<file path="src/rtl/block_word_writer_if.sv">
// Handshake/bus bundle for block_word_writer: base-block load, word writes, flush and merged-block output.
interface block_word_writer_if #(
  parameter int WORD_SIZE        = 32,
  parameter int BLOCK_DATA_WIDTH = 512
);
  localparam int WORDS  = BLOCK_DATA_WIDTH / WORD_SIZE;
  localparam int OFF_W  = $clog2(WORDS);
  localparam int STRB_W = WORD_SIZE / 8;

  logic                        load_valid;
  logic                        load_ready;
  logic [BLOCK_DATA_WIDTH-1:0] load_block;
  logic                        wr_valid;
  logic                        wr_ready;
  logic [OFF_W-1:0]            wr_offset;
  logic [WORD_SIZE-1:0]        wr_data;
  logic [STRB_W-1:0]           wr_strb;
  logic                        flush_req;
  logic                        out_valid;
  logic                        out_ready;
  logic [BLOCK_DATA_WIDTH-1:0] out_block;
  logic [WORDS-1:0]            out_dirty_mask;
  logic                        busy;

  modport master (
    output load_valid, load_block, wr_valid, wr_offset, wr_data, wr_strb, flush_req, out_ready,
    input  load_ready, wr_ready, out_valid, out_block, out_dirty_mask, busy
  );

  modport slave (
    input  load_valid, load_block, wr_valid, wr_offset, wr_data, wr_strb, flush_req, out_ready,
    output load_ready, wr_ready, out_valid, out_block, out_dirty_mask, busy
  );
endinterface

</file>
<file path="src/rtl/block_word_writer.sv">
// Merges byte-strobed store words into a cache block and emits it with a dirty mask on flush.
// Optional macro BLOCK_WORD_WRITER_SKIP_CLEAN_EN: a flush of an unmodified block returns to IDLE without output.
module block_word_writer #(
  parameter int WORD_SIZE        = 32,
  parameter int BLOCK_DATA_WIDTH = 512
) (
  input logic               clk,
  input logic               rst_n,
  block_word_writer_if.slave bus
);
  localparam int WORDS  = BLOCK_DATA_WIDTH / WORD_SIZE;
  localparam int STRB_W = WORD_SIZE / 8;

  localparam logic [1:0] S_IDLE  = 2'd0;
  localparam logic [1:0] S_OPEN  = 2'd1;
  localparam logic [1:0] S_DRAIN = 2'd2;

  logic [1:0]                  r_state;
  logic [1:0]                  w_next;
  logic [BLOCK_DATA_WIDTH-1:0] r_buf;
  logic [WORDS-1:0]            r_mask;
  logic [WORD_SIZE-1:0]        w_old_word;
  logic [WORD_SIZE-1:0]        w_new_word;
  logic                        w_wr_fire;
  logic                        w_wr_dirty;
  logic                        w_skip;
  int                          w_base;

  assign w_base     = int'(bus.wr_offset) * WORD_SIZE;
  assign w_wr_fire  = (r_state == S_OPEN) && bus.wr_valid;
  assign w_wr_dirty = w_wr_fire && (bus.wr_strb != '0);
  assign w_old_word = r_buf[w_base +: WORD_SIZE];

  always_comb begin
    // NOTE: default first so every path assigns the word and no latch is inferred.
    w_new_word = w_old_word;
    for (int b = 0; b < STRB_W; b++) begin
      if (bus.wr_strb[b]) w_new_word[b*8 +: 8] = bus.wr_data[b*8 +: 8];
    end
  end

`ifdef BLOCK_WORD_WRITER_SKIP_CLEAN_EN
  assign w_skip = (r_mask == '0) && !w_wr_dirty;
`else
  assign w_skip = 1'b0;
`endif

  always_comb begin
    w_next = r_state;
    case (r_state)
      S_IDLE:  if (bus.load_valid) w_next = S_OPEN;
      S_OPEN:  if (bus.flush_req)  w_next = w_skip ? S_IDLE : S_DRAIN;
      S_DRAIN: if (bus.out_ready)  w_next = S_IDLE;
      default: w_next = S_IDLE;
    endcase
  end

  always_ff @(posedge clk or negedge rst_n) begin
    if (!rst_n) begin
      // NOTE: the block buffer drives out_block directly, so it is reset along with the control state.
      r_state <= S_IDLE;
      r_buf   <= '0;
      r_mask  <= '0;
    end else begin
      // NOTE: non-blocking updates keep every register reading pre-edge values.
      r_state <= w_next;
      case (r_state)
        S_IDLE: begin
          if (bus.load_valid) begin
            r_buf  <= bus.load_block;
            r_mask <= '0;
          end
        end
        S_OPEN: begin
          if (w_wr_fire) r_buf[w_base +: WORD_SIZE] <= w_new_word;
          if (w_wr_dirty) r_mask[bus.wr_offset] <= 1'b1;
        end
        S_DRAIN: begin
          if (bus.out_ready) r_mask <= '0;
        end
        default: ;
      endcase
    end
  end

  assign bus.load_ready     = (r_state == S_IDLE);
  assign bus.wr_ready       = (r_state == S_OPEN);
  assign bus.out_valid      = (r_state == S_DRAIN);
  assign bus.busy           = (r_state != S_IDLE);
  assign bus.out_block      = r_buf;
  assign bus.out_dirty_mask = r_mask;
endmodule

</file>
<file path="src/flat_wrapper.sv">
// flat-port wrapper written by rule: the top's interface ports become plain ports
module block_word_writer_flat 
#(
  parameter int WORD_SIZE        = 32,
  parameter int BLOCK_DATA_WIDTH = 512
)
  (clk, rst_n, bus_load_valid, bus_load_block, bus_wr_valid, bus_wr_offset, bus_wr_data, bus_wr_strb, bus_flush_req, bus_out_ready, bus_load_ready, bus_wr_ready, bus_out_valid, bus_out_block, bus_out_dirty_mask, bus_busy);
  block_word_writer_if #(.WORD_SIZE(WORD_SIZE), .BLOCK_DATA_WIDTH(BLOCK_DATA_WIDTH)) bus_i ();
  input logic clk;
  input logic rst_n;
  input wire logic [$bits(bus_i.load_valid)-1:0] bus_load_valid;
  input wire logic [$bits(bus_i.load_block)-1:0] bus_load_block;
  input wire logic [$bits(bus_i.wr_valid)-1:0] bus_wr_valid;
  input wire logic [$bits(bus_i.wr_offset)-1:0] bus_wr_offset;
  input wire logic [$bits(bus_i.wr_data)-1:0] bus_wr_data;
  input wire logic [$bits(bus_i.wr_strb)-1:0] bus_wr_strb;
  input wire logic [$bits(bus_i.flush_req)-1:0] bus_flush_req;
  input wire logic [$bits(bus_i.out_ready)-1:0] bus_out_ready;
  output wire logic [$bits(bus_i.load_ready)-1:0] bus_load_ready;
  output wire logic [$bits(bus_i.wr_ready)-1:0] bus_wr_ready;
  output wire logic [$bits(bus_i.out_valid)-1:0] bus_out_valid;
  output wire logic [$bits(bus_i.out_block)-1:0] bus_out_block;
  output wire logic [$bits(bus_i.out_dirty_mask)-1:0] bus_out_dirty_mask;
  output wire logic [$bits(bus_i.busy)-1:0] bus_busy;
  assign bus_i.load_valid = bus_load_valid;
  assign bus_i.load_block = bus_load_block;
  assign bus_i.wr_valid = bus_wr_valid;
  assign bus_i.wr_offset = bus_wr_offset;
  assign bus_i.wr_data = bus_wr_data;
  assign bus_i.wr_strb = bus_wr_strb;
  assign bus_i.flush_req = bus_flush_req;
  assign bus_i.out_ready = bus_out_ready;
  assign bus_load_ready = bus_i.load_ready;
  assign bus_wr_ready = bus_i.wr_ready;
  assign bus_out_valid = bus_i.out_valid;
  assign bus_out_block = bus_i.out_block;
  assign bus_out_dirty_mask = bus_i.out_dirty_mask;
  assign bus_busy = bus_i.busy;
  block_word_writer #(.WORD_SIZE(WORD_SIZE), .BLOCK_DATA_WIDTH(BLOCK_DATA_WIDTH)) u_core (.clk(clk), .rst_n(rst_n), .bus(bus_i));
endmodule
</file>
<file path="config.mk">
export PLATFORM = sky130hd
export DESIGN_NAME = block_word_writer_flat
export DESIGN_NICKNAME = d
export VERILOG_FILES = /design/src/rtl/block_word_writer_if.sv /design/src/rtl/block_word_writer.sv /design/src/flat_wrapper.sv
export SDC_FILE = /design/constraint.sdc
export NUM_CORES = 2
export LEC_CHECK = 0
export CORE_AREA = 2 2 419 421
export CTS_CLUSTER_DIAMETER = 80
export DETAILED_ROUTE_END_ITERATION = 6
export DIE_AREA = 0 0 421 423
export DONT_BUFFER_PORTS = 1
export GPL_TIMING_DRIVEN = 0
export PLACE_DENSITY = 0.32
export SYNTH_ARGS = -nofsm -noshare
export SYNTH_HDL_FRONTEND = slang
export SYNTH_SLANG_ARGS = --single-unit
</file>
<file path="constraint.sdc">
create_clock -name clk -period 6.34 [get_ports clk]
set_input_delay 1.268 -clock clk [delete_from_list [all_inputs] [get_ports clk]]
set_output_delay 1.268 -clock clk [all_outputs]
set_load 0.01 [all_outputs]
</file>
==> results.yml <==
sta:
  hold_ws_ns: 0.2113
  setup_viol: 28
  slew_viol_final: 199
  worst_pin_slew_ns: 1.954
  min_period_ns: 6.476
  fmax_mhz: 154.4
  clock_skew_ns: 0.04519
  max-slew-margin-rel: -0.3029
  finalHoldViolCount: 0
  min_period_over_period: 1.021
  fin_ws_ns: -0.1355
routing:
  wire_per_inst_microns: 58.02
  vias_per_cell: 5.858
  drc: 0
  met2_length_microns: 150800
  met1_length_microns: 121500
  detail-route-antenna-nets: 0
  met3WireLength_microns: 34100
  drt_first_iter_violations: 5066
  dr.max_layer_used: "met5"
  vias: 32880
  drt_pass1_iterations: 6
  drt_wl_total_microns: 325600
floorplan:
  num_rows: 153
  die_y_microns: 423
  die-area_sq_mm: 0.1781
  design.core.area_sq_mm: 0.1732
  start_util: 0.1663
  fp.dieW_microns: 421
  ios: 1090
worst_setup_path:
  crit_path_max_fanout: 10
  cpMostUsedCell: "clkbuf_2"
  slowest_stage: "clkbuf_2"
  critPathArrivalTime_ns: 7.11
  path_buf_inv: 6
  critPathCaptureType: "flip-flop"
  required_ns: 6.97
  crit_type: "primary input to flip-flop"
  crit_chain: "buf_2 -> buf_2 -> clkbuf_2 -> clkbuf_2 -> nor3_1 -> ha_1 -> clkbuf_1 -> o21ai_0 -> nor2_2 -> clkbuf_2 -> nand3_1 -> a31oi_1"
  critical-path-top-delay-family: "buffers and inverters"
  start_kind: "primary input"
  critPathMaxStageDelay_ns: 0.82
clocking:
  clkLatencyLatePin_ns: 0.75
  cts_made_buffers: 83
  cts_setup_buffers: 0
  clk_pin_slew_worst_paths_ns: 0.06
  clockBufferDepth: 3
  htreeDepth: 3
  holdBufCountCts: 0
  cts_sinks: 530
  cts-root-buf: "clkbuf_16"
  cts_tree: "built"
grt:
  grtUsageTotal: 0.3518
  grt_first_pass_wirelength_microns: 397100
  grt_pass1_vias: 30470
  antenna_found_initial: 125
  overflow: 0
  grt_max_degree: 531
final_layout:
  fin_area_sq_mm: 0.03555
  final_common_cell: "dfrtp_1"
  fin_util: 0.2052
  drive_above_1_share: 0.1578
  layout_common_cells: "dfrtp_1 (530), a21oi_1 (420), nor2_1 (329), o21ai_0 (215), a32oi_1 (207)"
  area_growth_pct: 23.39
  nNetsFinal: 3715
  multi_input_area_sq_mm: 0.01434
  seqCellArea_sq_mm: 0.01326
  fill_cells: 19130
synthesis:
  synthCells: 3033
  yosys_warnings: 0
  synth_seq_cells: 530
  synth_area_sq_mm: 0.02881
  yosysSeqAreaShare: 0.4603
  synth_edf_count: 0
  async_flop_share: 1.000
  syn-num-nets: 3599
  yosysUniqueCellTypes: 50
  syn_area_per_cell_sq_um: 9.499
  synthFlopType: "dfrtp_1"
placement:
  io_buffers: 0
  dp_hpwl_microns: 246200
  place_congestion: 0.9404
  pre_cts_slack_ns: -1.114
  dpl_cell_area_sq_mm: 0.03243
power:
  p_leak_uw: 0.01374
  total_power_uw: 25070
  p_per_area_mw_per_mm2: 705.3
  vdd_drop_max_mv: 0.2535
hold_path:
  hold_class: "primary input to asynchronous set/reset pin"
job:
  max-cap-violations: 7
status:
  status: "complete, but fails checks"
  violations: "max-capacitance violations, max-slew violations, negative setup slack"
per-stage QoR:
step | setup TNS, ns | std cells
2_1_floorplan | 0 | 3033
3_5_place_dp | -210.88 | 5386
4_1_cts | 0 | 5535
5_1_grt | -0.008263 | 5582
6_report | -1.641 | 5612
3_3_place_gp | -1065.49 | 5358
synth_stat cells, types with 31 or more instances:
cell	instances	area (sq um)
and2_1	37	231.5
a32oi_1	207	1813
nor2_1	333	1250
dfrtp_1	530	13260
buf_1	41	153.9
o211ai_2	31	387.9
a31oi_1	81	506.7
buf_2	38	190.2
clkbuf_1	228	855.8
nand3_1	153	765.7
and3_1	182	1139
nand2b_1	38	237.7
o211ai_1	37	277.8
a21oi_1	428	2142
mux4_2	76	1712
a221oi_1	32	280.3
mux2_2	90	1013
nand2_1	118	442.9
o21ai_0	215	1076
per-layer routing:
layer	vias up	global-route usage
met2	2808	0.5661
met4	28	0.1861
met1	17560	0.4125
li1	11830	-
met5	-	0
met3	650	0.1197
cell families (layout without fill, tap and decap cells):
kind of cell,after synthesis,in the layout,share of synthesized area
compound gates,1090,1090,0.2387
other cells,0,74,0
buf+inv,320,500,0.04438
fa+ha+maj,8,8,0.003474
simple gates,890,890,0.1486
xor+xnor,2,2,0.0006081
flops,530,530,0.4603
mux,193,193,0.1040
power by group:
group          switching (uW)  internal [uW]  leakage [uW]
Sequential               4100           5090       0.00627
Clock                    2060           2970       0.00137
Combinational            8030           2820       0.00610
cell type report:
class                   count  share of cell area
multi-input cells        2183              0.4034
flip-flops and latches    530              0.3731
well taps                2325             0.08183
clock buffers             115             0.06659
plain buffers             312             0.03815
repair buffers             31             0.01848
clock inverters            34             0.01242
diodes                     74            0.005209
inverters                   8           0.0008447
worst paths after layout:
| path | startpoint | endpoint | slack, ns | cells past startpoint |
|---|---|---|---|---|
| hold reg to reg | u_core.bus.out_dirty_mask[9] | u_core.bus.out_dirty_mask[9] | 0.57 | 2 |
| min in group clk | u_core.bus.out_dirty_mask[9] | u_core.bus.out_dirty_mask[9] | 0.57 | 2 |
| hold / removal | rst_n | u_core.bus.out_block[411] | 0.21 | 0 |
| max in group asynchronous | rst_n | u_core.bus.out_block[395] | 3.44 | 2 |
| setup / recovery | bus_wr_offset[0] | u_core.bus.out_block[255] | -0.14 | 12 |
| setup reg to reg | u_core.r_state[0] | u_core.bus.out_block[287] | 1.23 | 8 |
sequential cells by signal, indices dropped and copies added (netlist names):
| name | cells |
|---|---|
| u_core.bus.out_block | 512 |
| u_core.bus.out_dirty_mask | 16 |
| u_core.r_state | 2 |
repair_timing:
action / 4_1_cts / 5_1_grt
endpoints found under the hold margin: 0 / 0
gates resized for setup: 5 / 25
endpoints found under the setup margin: 41 / 87
pin swaps: 0 / 0
(Power assumes the default switching activity.)
